<file path="src/rtl/seg_pkg.sv">
// Shared definitions for the 4-digit scanned 7-segment driver.
// Segment patterns are active-low, bit order {g,f,e,d,c,b,a}.
// Anode codes are active-low, bit i enables digit i.
package seg_pkg;

  typedef enum logic [1:0] {
    SCAN_D0 = 2'd0,
    SCAN_D1 = 2'd1,
    SCAN_D2 = 2'd2,
    SCAN_D3 = 2'd3
  } scan_idx_t;

  localparam logic [6:0] SEG_0     = 7'b1000000;
  localparam logic [6:0] SEG_1     = 7'b1111001;
  localparam logic [6:0] SEG_2     = 7'b0100100;
  localparam logic [6:0] SEG_3     = 7'b0110000;
  localparam logic [6:0] SEG_4     = 7'b0011001;
  localparam logic [6:0] SEG_5     = 7'b0010010;
  localparam logic [6:0] SEG_6     = 7'b0000010;
  localparam logic [6:0] SEG_7     = 7'b1111000;
  localparam logic [6:0] SEG_8     = 7'b0000000;
  localparam logic [6:0] SEG_9     = 7'b0010000;
  localparam logic [6:0] SEG_DASH  = 7'b0111111;
  localparam logic [6:0] SEG_BLANK = 7'b1111111;

  localparam logic [3:0] AN_NONE = 4'hF;
  localparam logic [3:0] AN_D0   = 4'hE;
  localparam logic [3:0] AN_D1   = 4'hD;
  localparam logic [3:0] AN_D2   = 4'hB;
  localparam logic [3:0] AN_D3   = 4'h7;

  function automatic logic [3:0] an_code(input scan_idx_t idx);
    logic [3:0] code;
    code = AN_NONE;
    case (idx)
      SCAN_D0: code = AN_D0;
      SCAN_D1: code = AN_D1;
      SCAN_D2: code = AN_D2;
      SCAN_D3: code = AN_D3;
      default: code = AN_NONE;
    endcase
    return code;
  endfunction

endpackage

</file>
<file path="src/rtl/seg_scan_driver_if.sv">
// Bus between the BCD source / display pins and seg_scan_driver.
//   load, hundreds, tens, ones, blank_lz : source -> driver
//   anode, seg, dp, slot_tick            : driver -> display / observers
// master = the side driving digits; slave = the driver itself.
interface seg_scan_driver_if;
  logic       load;
  logic [3:0] hundreds;
  logic [3:0] tens;
  logic [3:0] ones;
  logic       blank_lz;
  logic [3:0] anode;
  logic [6:0] seg;
  logic       dp;
  logic       slot_tick;

  modport master (
    output load, hundreds, tens, ones, blank_lz,
    input  anode, seg, dp, slot_tick
  );

  modport slave (
    input  load, hundreds, tens, ones, blank_lz,
    output anode, seg, dp, slot_tick
  );
endinterface

</file>
<file path="src/rtl/seg_decode.sv">
// Combinational BCD -> active-low 7-segment decoder.
//   bcd : 4-bit digit code; 10..15 render as a dash
//   seg : active-low segments {g,f,e,d,c,b,a}
module seg_decode
  import seg_pkg::*;
(
  input  logic [3:0] bcd,
  output logic [6:0] seg
);

  always_comb begin
    seg = SEG_DASH;
    case (bcd)
      4'd0: seg = SEG_0;
      4'd1: seg = SEG_1;
      4'd2: seg = SEG_2;
      4'd3: seg = SEG_3;
      4'd4: seg = SEG_4;
      4'd5: seg = SEG_5;
      4'd6: seg = SEG_6;
      4'd7: seg = SEG_7;
      4'd8: seg = SEG_8;
      4'd9: seg = SEG_9;
      default: seg = SEG_DASH;
    endcase
  end

endmodule

</file>
<file path="src/rtl/seg_scan_driver.sv">
// Time-multiplexed 4-digit common-anode 7-segment driver.
//   clk, rst : clock, synchronous active-high reset
//   bus      : slave side of seg_scan_driver_if
//              (load/hundreds/tens/ones/blank_lz in; anode/seg/dp/slot_tick out)
// Each digit slot lasts PRESCALE cycles; the anode is released for the
// first cycle of every slot to avoid ghosting. Digit 3 is always blank.
module seg_scan_driver
  import seg_pkg::*;
#(
  parameter int unsigned PRESCALE = 50000
) (
  input  logic               clk,
  input  logic               rst,
  seg_scan_driver_if.slave   bus
);

  localparam int unsigned   PW   = (PRESCALE > 2) ? $clog2(PRESCALE) : 1;
  localparam logic [PW-1:0] LAST = PW'(PRESCALE - 1);

  logic [PW-1:0] pcnt;
  scan_idx_t     idx, idx_next;
  logic          tick;
  logic [3:0]    d2, d1, d0;
  logic [3:0]    digit;
  logic          blank;
  logic [6:0]    dec_seg;
  logic [3:0]    anode_next;
  logic [6:0]    seg_next;
  logic [3:0]    anode_q;
  logic [6:0]    seg_q;
  logic          tick_q;

  assign tick = (pcnt == LAST);

  seg_decode u_decode (
    .bcd (digit),
    .seg (dec_seg)
  );

  // Invalid codes are non-zero, so they never satisfy the zero tests.
  always_comb begin
    idx_next = idx;
    digit    = '0;
    blank    = 1'b0;
    case (idx)
      SCAN_D0: begin
        digit = d0;
        if (tick) idx_next = SCAN_D1;
      end
      SCAN_D1: begin
        digit = d1;
        blank = bus.blank_lz && (d2 == 4'd0) && (d1 == 4'd0);
        if (tick) idx_next = SCAN_D2;
      end
      SCAN_D2: begin
        digit = d2;
        blank = bus.blank_lz && (d2 == 4'd0);
        if (tick) idx_next = SCAN_D3;
      end
      SCAN_D3: begin
        blank = 1'b1;
        if (tick) idx_next = SCAN_D0;
      end
      default: idx_next = SCAN_D0;
    endcase
    anode_next = (pcnt == '0) ? AN_NONE : an_code(idx);
    seg_next   = blank ? SEG_BLANK : dec_seg;
  end

  always_ff @(posedge clk) begin
    if (rst) begin
      pcnt    <= '0;
      idx     <= SCAN_D0;
      d2      <= '0;
      d1      <= '0;
      d0      <= '0;
      anode_q <= AN_NONE;
      seg_q   <= SEG_BLANK;
      tick_q  <= 1'b0;
    end else begin
      pcnt    <= tick ? '0 : pcnt + 1'b1;
      idx     <= idx_next;
      if (bus.load) begin
        d2 <= bus.hundreds;
        d1 <= bus.tens;
        d0 <= bus.ones;
      end
      anode_q <= anode_next;
      seg_q   <= seg_next;
      tick_q  <= tick;
    end
  end

  assign bus.anode     = anode_q;
  assign bus.seg       = seg_q;
  assign bus.dp        = 1'b1;
  assign bus.slot_tick = tick_q;

endmodule

</file>
<file path="src/flat_wrapper.sv">
// flat-port wrapper written by rule: the top's interface ports become plain ports
module seg_scan_driver_flat import seg_pkg::*;
#(
  parameter int unsigned PRESCALE = 50000
)
  (clk, rst, bus_load, bus_hundreds, bus_tens, bus_ones, bus_blank_lz, bus_anode, bus_seg, bus_dp, bus_slot_tick);
  seg_scan_driver_if bus_i ();
  input  logic clk;
  input  logic rst;
  input wire logic [$bits(bus_i.load)-1:0] bus_load;
  input wire logic [$bits(bus_i.hundreds)-1:0] bus_hundreds;
  input wire logic [$bits(bus_i.tens)-1:0] bus_tens;
  input wire logic [$bits(bus_i.ones)-1:0] bus_ones;
  input wire logic [$bits(bus_i.blank_lz)-1:0] bus_blank_lz;
  output wire logic [$bits(bus_i.anode)-1:0] bus_anode;
  output wire logic [$bits(bus_i.seg)-1:0] bus_seg;
  output wire logic [$bits(bus_i.dp)-1:0] bus_dp;
  output wire logic [$bits(bus_i.slot_tick)-1:0] bus_slot_tick;
  assign bus_i.load = bus_load;
  assign bus_i.hundreds = bus_hundreds;
  assign bus_i.tens = bus_tens;
  assign bus_i.ones = bus_ones;
  assign bus_i.blank_lz = bus_blank_lz;
  assign bus_anode = bus_i.anode;
  assign bus_seg = bus_i.seg;
  assign bus_dp = bus_i.dp;
  assign bus_slot_tick = bus_i.slot_tick;
  seg_scan_driver #(.PRESCALE(PRESCALE)) u_core (.clk(clk), .rst(rst), .bus(bus_i));
endmodule
</file>
<file path="config.mk">
export PLATFORM = sky130hd
export DESIGN_NAME = seg_scan_driver_flat
export DESIGN_NICKNAME = d
export VERILOG_FILES = /design/src/rtl/seg_pkg.sv /design/src/rtl/seg_scan_driver_if.sv /design/src/rtl/seg_decode.sv /design/src/rtl/seg_scan_driver.sv /design/src/flat_wrapper.sv
export SDC_FILE = /design/constraint.sdc
export NUM_CORES = 1
export LEC_CHECK = 0
export CELL_PAD_IN_SITES_DETAIL_PLACEMENT = 1
export CELL_PAD_IN_SITES_GLOBAL_PLACEMENT = 1
export CORE_MARGIN = 3
export CORE_UTILIZATION = 40
export DETAILED_ROUTE_END_ITERATION = 8
export PLACE_DENSITY = 0.78
export SLEW_MARGIN = 20
export SYNTH_ARGS = -nofsm -noshare
export SYNTH_HDL_FRONTEND = slang
export SYNTH_HIERARCHICAL = 1
export SYNTH_SLANG_ARGS = --single-unit
</file>
<file path="constraint.sdc">
create_clock -name clk -period 2.5 [get_ports clk]
set_input_delay 0.5 -clock clk [delete_from_list [all_inputs] [get_ports clk]]
set_output_delay 0.5 -clock clk [all_outputs]
set_load 0.005 [all_outputs]
</file>
== After elaboration in Yosys (flattened, before gate mapping) ==
Memories as Yosys holds them, arrays and structs flattened. A register that Yosys moved wholly into a read port is not among the register bits.
Index checks and enable logic that the tools add are counted.

* Flip-flop bits (word level): 35
* Memory bits (read-only): 112
* Input bits: 16
* Output and inout port bits: 13
* Logic and storage cells: 35
* Memories kept: 1

{| class="wikitable"
|+ Memory list
! name !! depth !! bits a word !! rd ports !! clocked after Yosys merged registers in !! write ports !! RTL line !! RTL
|-
| (name not given) || 16 || 7 || 1 || 1 || 0 || seg_decode.sv:13 || <nowiki>case (bcd)</nowiki>
|}

* Add/subtract/negate cells: 1
* Equal/unequal tests: 8
* Mux-type cells: 8
* Reductions and logical operators: 10

{| class="wikitable"
|+ Operators by type and width
! operator !! count
|-
| 16-bit by 1-bit adder with 16-bit output, second input constant || 1
|-
| 16-bit equality test, second input constant || 1
|-
| 16-bit logical NOT || 1
|-
| 4-bit one-hot mux with 4 select lines || 1
|-
| 4-bit one-hot mux with 3 select lines || 1
|-
| 4-bit logical NOT || 2
|-
| 2-bit 2-to-1 mux || 4
|-
| 2-bit by 1-bit != test with 1-bit output, second input constant || 4
|-
| 2-bit one-hot mux with 4 select lines || 1
|-
| 2-bit OR reduction || 3
|-
| 2-bit equality test, second input constant || 2
|-
| 4-bit AND reduction || 1
|-
| 1-bit one-hot mux with 3 select lines || 1
|-
| 2-bit by 1-bit equality test with 1-bit output, second input constant || 1
|-
| 1-bit logical AND || 2
|-
| 2-bit logical NOT || 1
|}

== Logic depth before layout (Yosys ltp) ==
* Depth after elaboration: 5
* Mapped depth: 9
* Gate-level depth less buffers: 9

== Cells and area by module ==
Netlist, hierarchy kept.

{| class="wikitable"
|+ Modules (own cells, without submodules)
! module !! instances !! cells each !! area an instance (µm²) !! sequential area each (µm²)
|-
| seg_scan_driver || 1 || 184 || 1804.2 || 840.8
|-
| seg_decode || 1 || 31 || 240.2 || 0.0
|}

== Least setup slack after synthesis ==
No wires, ideal clock.

* Kind: register to register
* From: register u_core.idx[0]
* To: register u_core.seg_q[4] (netlist: u_core/bus.seg[4])
* Library setup time: 73 ps
* Arrival time: 1969 ps
* Data required time: 2427 ps
* Setup slack: 458 ps
* Cell stages (with the launch flop): 10
* Path buffers: 0
* Period minus slack after synthesis: 2042 ps
* Cells stage by stage: dfxtp_1 -> inv_1 -> ha_1 -> a222oi_1 -> nor2_1 -> inv_1 -> ha_1 -> or2b_1 -> a31oi_1 -> o21bai_1

* Elaborated cells between the ends (all ways): 7
* Those cells by class: eq/ne: 3; mux: 2; reduce/logical: 2

{| class="wikitable"
|+ RTL lines
! item !! RTL line !! RTL
|-
| start, declared || seg_scan_driver.sv:21 || <nowiki>scan_idx_t idx, idx_next;</nowiki>
|-
| start signal, assigned || seg_scan_driver.sv:82 || <nowiki>idx <= idx_next;</nowiki>
|-
| 2-bit equality test (tied with other cells) || seg_scan_driver.sv:45 || <nowiki>case (idx)</nowiki>
|-
| 4-bit one-hot mux with 3 select lines (*) || seg_scan_driver.sv:45 ||
|-
| named net u_core.digit[1] || seg_scan_driver.sv:24 || <nowiki>logic [3:0] digit;</nowiki>
|-
| end, declared || seg_scan_driver.sv:30 || <nowiki>logic [6:0] seg_q;</nowiki>
|}

Mark *: on every way through the listed nets, which the timed path passes. The rest lies on a longest branch.
A chain may end at the register's enable or synchronous reset.

== Worst setup path after layout ==
Ends and elaborated chain as after synthesis.

==> flow_summary_export.csv <==
group,metric,value,unit
sta,tightest_slew,694,ps
sta,setup_violations,0,
cts,clkLatencyLatePin,290,ps
layout,area_growth,20.4,%
status,run_status,"complete, no violations",
power_and_ir_drop,p_per_area,645,mW/mm^2
cts,cts_inserted_buffers,5,
synth,synth_area_leader_cell,"dfxtp_1",
synth,syn_nets,246,
drt,dr_total_vias,1562,
global_routing,antenna_found_initial,0,
global_routing,grt_usage,0.156,
placement,portBuffers,27,
sta,whs,479,ps
floorplanning,die-area,0.00600,mm^2
synth,netlist-cell-type-count,47,
drt,first_pass_iters,4,
synth,yosys_most_used_dff,"dfxtp_1",
cts,cts-htree-levels,2,
cts,tritoncts,"done",
worst_setup_path,r2r_cells,9,
drt,drc,0,
synth,synth_area_leaders,"dfxtp_1, ha_1, mux2i_1, nor2_1, xor2_1",
synth,synth.top_cell.area_share,0.411,
layout,n_antenna_cell,0,
cts,clkSinkCount,42,
worst_setup_path,endpoint_kind,"register",
synth,synth_area_per_cell,9.51,um^2
global_routing,grt_pass1_vias,1579,
sta,post-route-period-util,0.891,
worst_setup_path,worstPathCellList,"inv_1, ha_1, a222oi_1, nor2_2, inv_1, ha_1, or2b_1, a31oi_1, o21bai_1",
worst_setup_path,cpPeakStageDelay,360,ps
drt,wl_per_cell,13.7,um
global_routing,grt_first_pass_wirelength,7520,um
synth,syn-cell-area,0.00204,mm^2
min_path,hold_path_class,"register to register",
worst_setup_path,cp.arrival,2450,ps
worst_setup_path,critPathRequiredTime,2720,ps
sta,max_slew_margin,0.536,
drt,ant_nets,0,
worst_setup_path,path_class,"register to register",
sta,fin_crit,2230,ps
worst_setup_path,crit_slowest_cell,"dfxtp_2",
synth,synth_edf_count,0,
placement,post-dp-hpwl,3150,um
sta,final_hold_viol_count,0,
sta,fmax,0.449,GHz
worst_setup_path,cp_max_fo,7,
cts,clkSlewWorstSetupHoldPaths,80,ps
global_routing,grt_max_degree,16,
power_and_ir_drop,p_leak,1.02,nW
floorplanning,row_count,25,
worst_setup_path,cp-startpoint,"u_core/idx[0]$_SDFFE_PP0P_",
floorplanning,pin_count,29,
sta,tns,0,ps
cts,clockRootBuffer,"clkbuf_8",
floorplanning,core-area,0.00482,mm^2
synth,ys_seq_area_frac,0.411,
worst_setup_path,r2r_slack,270,ps
sta,timing.final.max_slew_violations,0,
floorplanning,initial_core_util,0.424,
worst_setup_path,timing.rr.start,"u_core/idx[0]$_SDFFE_PP0P_",
power_and_ir_drop,ir_drop,272,uV
global_routing,grt-ovfl-total,0,
drt,routed_wirelength,4260,um
worst_setup_path,r2r-end,"u_core/bus.seg[4]$_SDFF_PP1_",
cts,clk_path_buf_depth,2,
sta,clock_skew,4.55,ps
power_and_ir_drop,power,1.59,mW
synth,async_flop_share,0,
worst_setup_path,critPathLaunchType,"register",
floorplanning,fp.dieW,77.5,um
synth,ys_seq_elements,42,
worst_setup_path,endpoint,"u_core/bus.seg[4]$_SDFF_PP1_",
synth,syn-instance-count,215,
synth,ys_warn_count,6,
placement,gp_congestion,0.714,
synth,yosysMostFrequentCell,"dfxtp_1",
synth,synth_common_cells,"dfxtp_1, nor2_1, ha_1",
floorplanning,die_h,77.5,um
layout,layout.nets,273,
drt,vias_per_cell,5.04,
job,max_cap_viol_count,0,
drt,drt_iter0_markers,87,
layout,drive_gt1_frac,0.0741,
==> worst max-delay path, delay by kind of cell, from the launching register on <==
family,cells,cell delay [ps]
fa+ha+maj,2,510
flops,1,360
buf+inv,2,270
simple gates,2,530
compound gates,3,480
==> power by group <==
| group | switching, mW | internal [mW] |
|---|---|---|
| clock network | 0.225 | 0.294 |
| logic | 0.144 | 0.175 |
| registers | 0.0289 | 0.722 |
==> cells by family (layout without fill, tap and decap cells) <==
family                   after synthesis  after routing  share of synthesized area
other                                  1              1                    0.00183
flip-flops                            42             42                      0.411
XOR/XNOR                              11             11                     0.0471
buffers and inverters                 20             48                     0.0557
AND/OR/NAND/NOR                       82             82                      0.221
multiplexers                          13             13                     0.0636
AO/OA/AOI/OAI                         31             31                      0.108
adder cells (fa/ha/maj)               15             15                     0.0918
==> worst min-delay path by stage <==
| stage | from | end | slack, ps | depth (start not counted) |
|---|---|---|---|---|
| after floorplan | u_core/pcnt[0]$_SDFF_PP0_ | u_core/pcnt[0]$_SDFF_PP0_ | 440 | 1 |
| after global placement | u_core/pcnt[0]$_SDFF_PP0_ | u_core/pcnt[0]$_SDFF_PP0_ | 460 | 1 |
| after detailed placement | u_core/pcnt[0]$_SDFF_PP0_ | u_core/pcnt[0]$_SDFF_PP0_ | 470 | 1 |
| after CTS | u_core/pcnt[0]$_SDFF_PP0_ | u_core/pcnt[0]$_SDFF_PP0_ | 490 | 1 |
| after global routing | u_core/pcnt[0]$_SDFF_PP0_ | u_core/pcnt[0]$_SDFF_PP0_ | 510 | 1 |
| final | u_core/pcnt[0]$_SDFF_PP0_ | u_core/pcnt[0]$_SDFF_PP0_ | 480 | 1 |
==> metal layers <==
layer	GRT usage	wire length, um	vias to the layer above
met4	0.0480	64	0
li1	-	-	797
met5	0	0	-
met1	0.185	1920	730
met3	0.0534	177	6
met2	0.265	2090	29
==> flip-flops by register name, indices dropped and copies added (netlist names) <==
| register | cells |
|---|---|
| u_core/d0 | 4 |
| u_core/bus.seg | 7 |
| u_core/d2 | 4 |
| u_core/pcnt | 16 |
| u_core/bus.anode | 4 |
| u_core/bus.slot_tick | 1 |
| u_core/idx | 2 |
| u_core/d1 | 4 |
==> layout make-up <==
cell class / instances / area, um^2
fill: 561 / 2360
multi-input combinational: 153 / 1090
sequential: 42 / 842
timing repair buffer: 31 / 300
tap: 67 / 83.8
clock buffer: 5 / 68.8
clock inverter: 3 / 40.0
inverter: 9 / 33.8
==> cells in the final DEF (no fill, tap or decap), types with 2 or more instances in the layout <==
cell type,instances
nor3_1,2
a21o_1,2
ha_1,15
or3_1,2
nor2b_1,3
clkbuf_8,5
buf_4,4
inv_1,9
nor2_1,32
clkinv_2,2
and4_1,2
o21ai_0,4
and3_1,2
a31oi_1,2
mux2i_1,13
o31ai_1,2
dfxtp_1,41
a22oi_1,2
nand2_1,10
nand4_1,8
xor2_1,10
o21bai_1,7
or2_1,2
a21oi_1,5
nand3_1,2
a222oi_1,4
nor4_1,4
clkdlybuf4s50_1,27
==> through the flow <==
step	area, um^2	worst slack (ps)	utilization	cells
after detailed placement	2340	90.5	0.486	301
after global routing	2460	-7.00	0.511	310
after global placement	2340	265	0.486	301
after floorplan	2040	458	-	215
final	2460	273	0.511	310
after CTS	2450	169	0.509	309
==> timing repair <==
item,in CTS,in global routing
setup buffers,0,1
gates resized for setup,1,1
setup endpoints to repair,1,6
hold buffers,0,0
pin swaps,0,2
(Power assumes the default switching activity.)
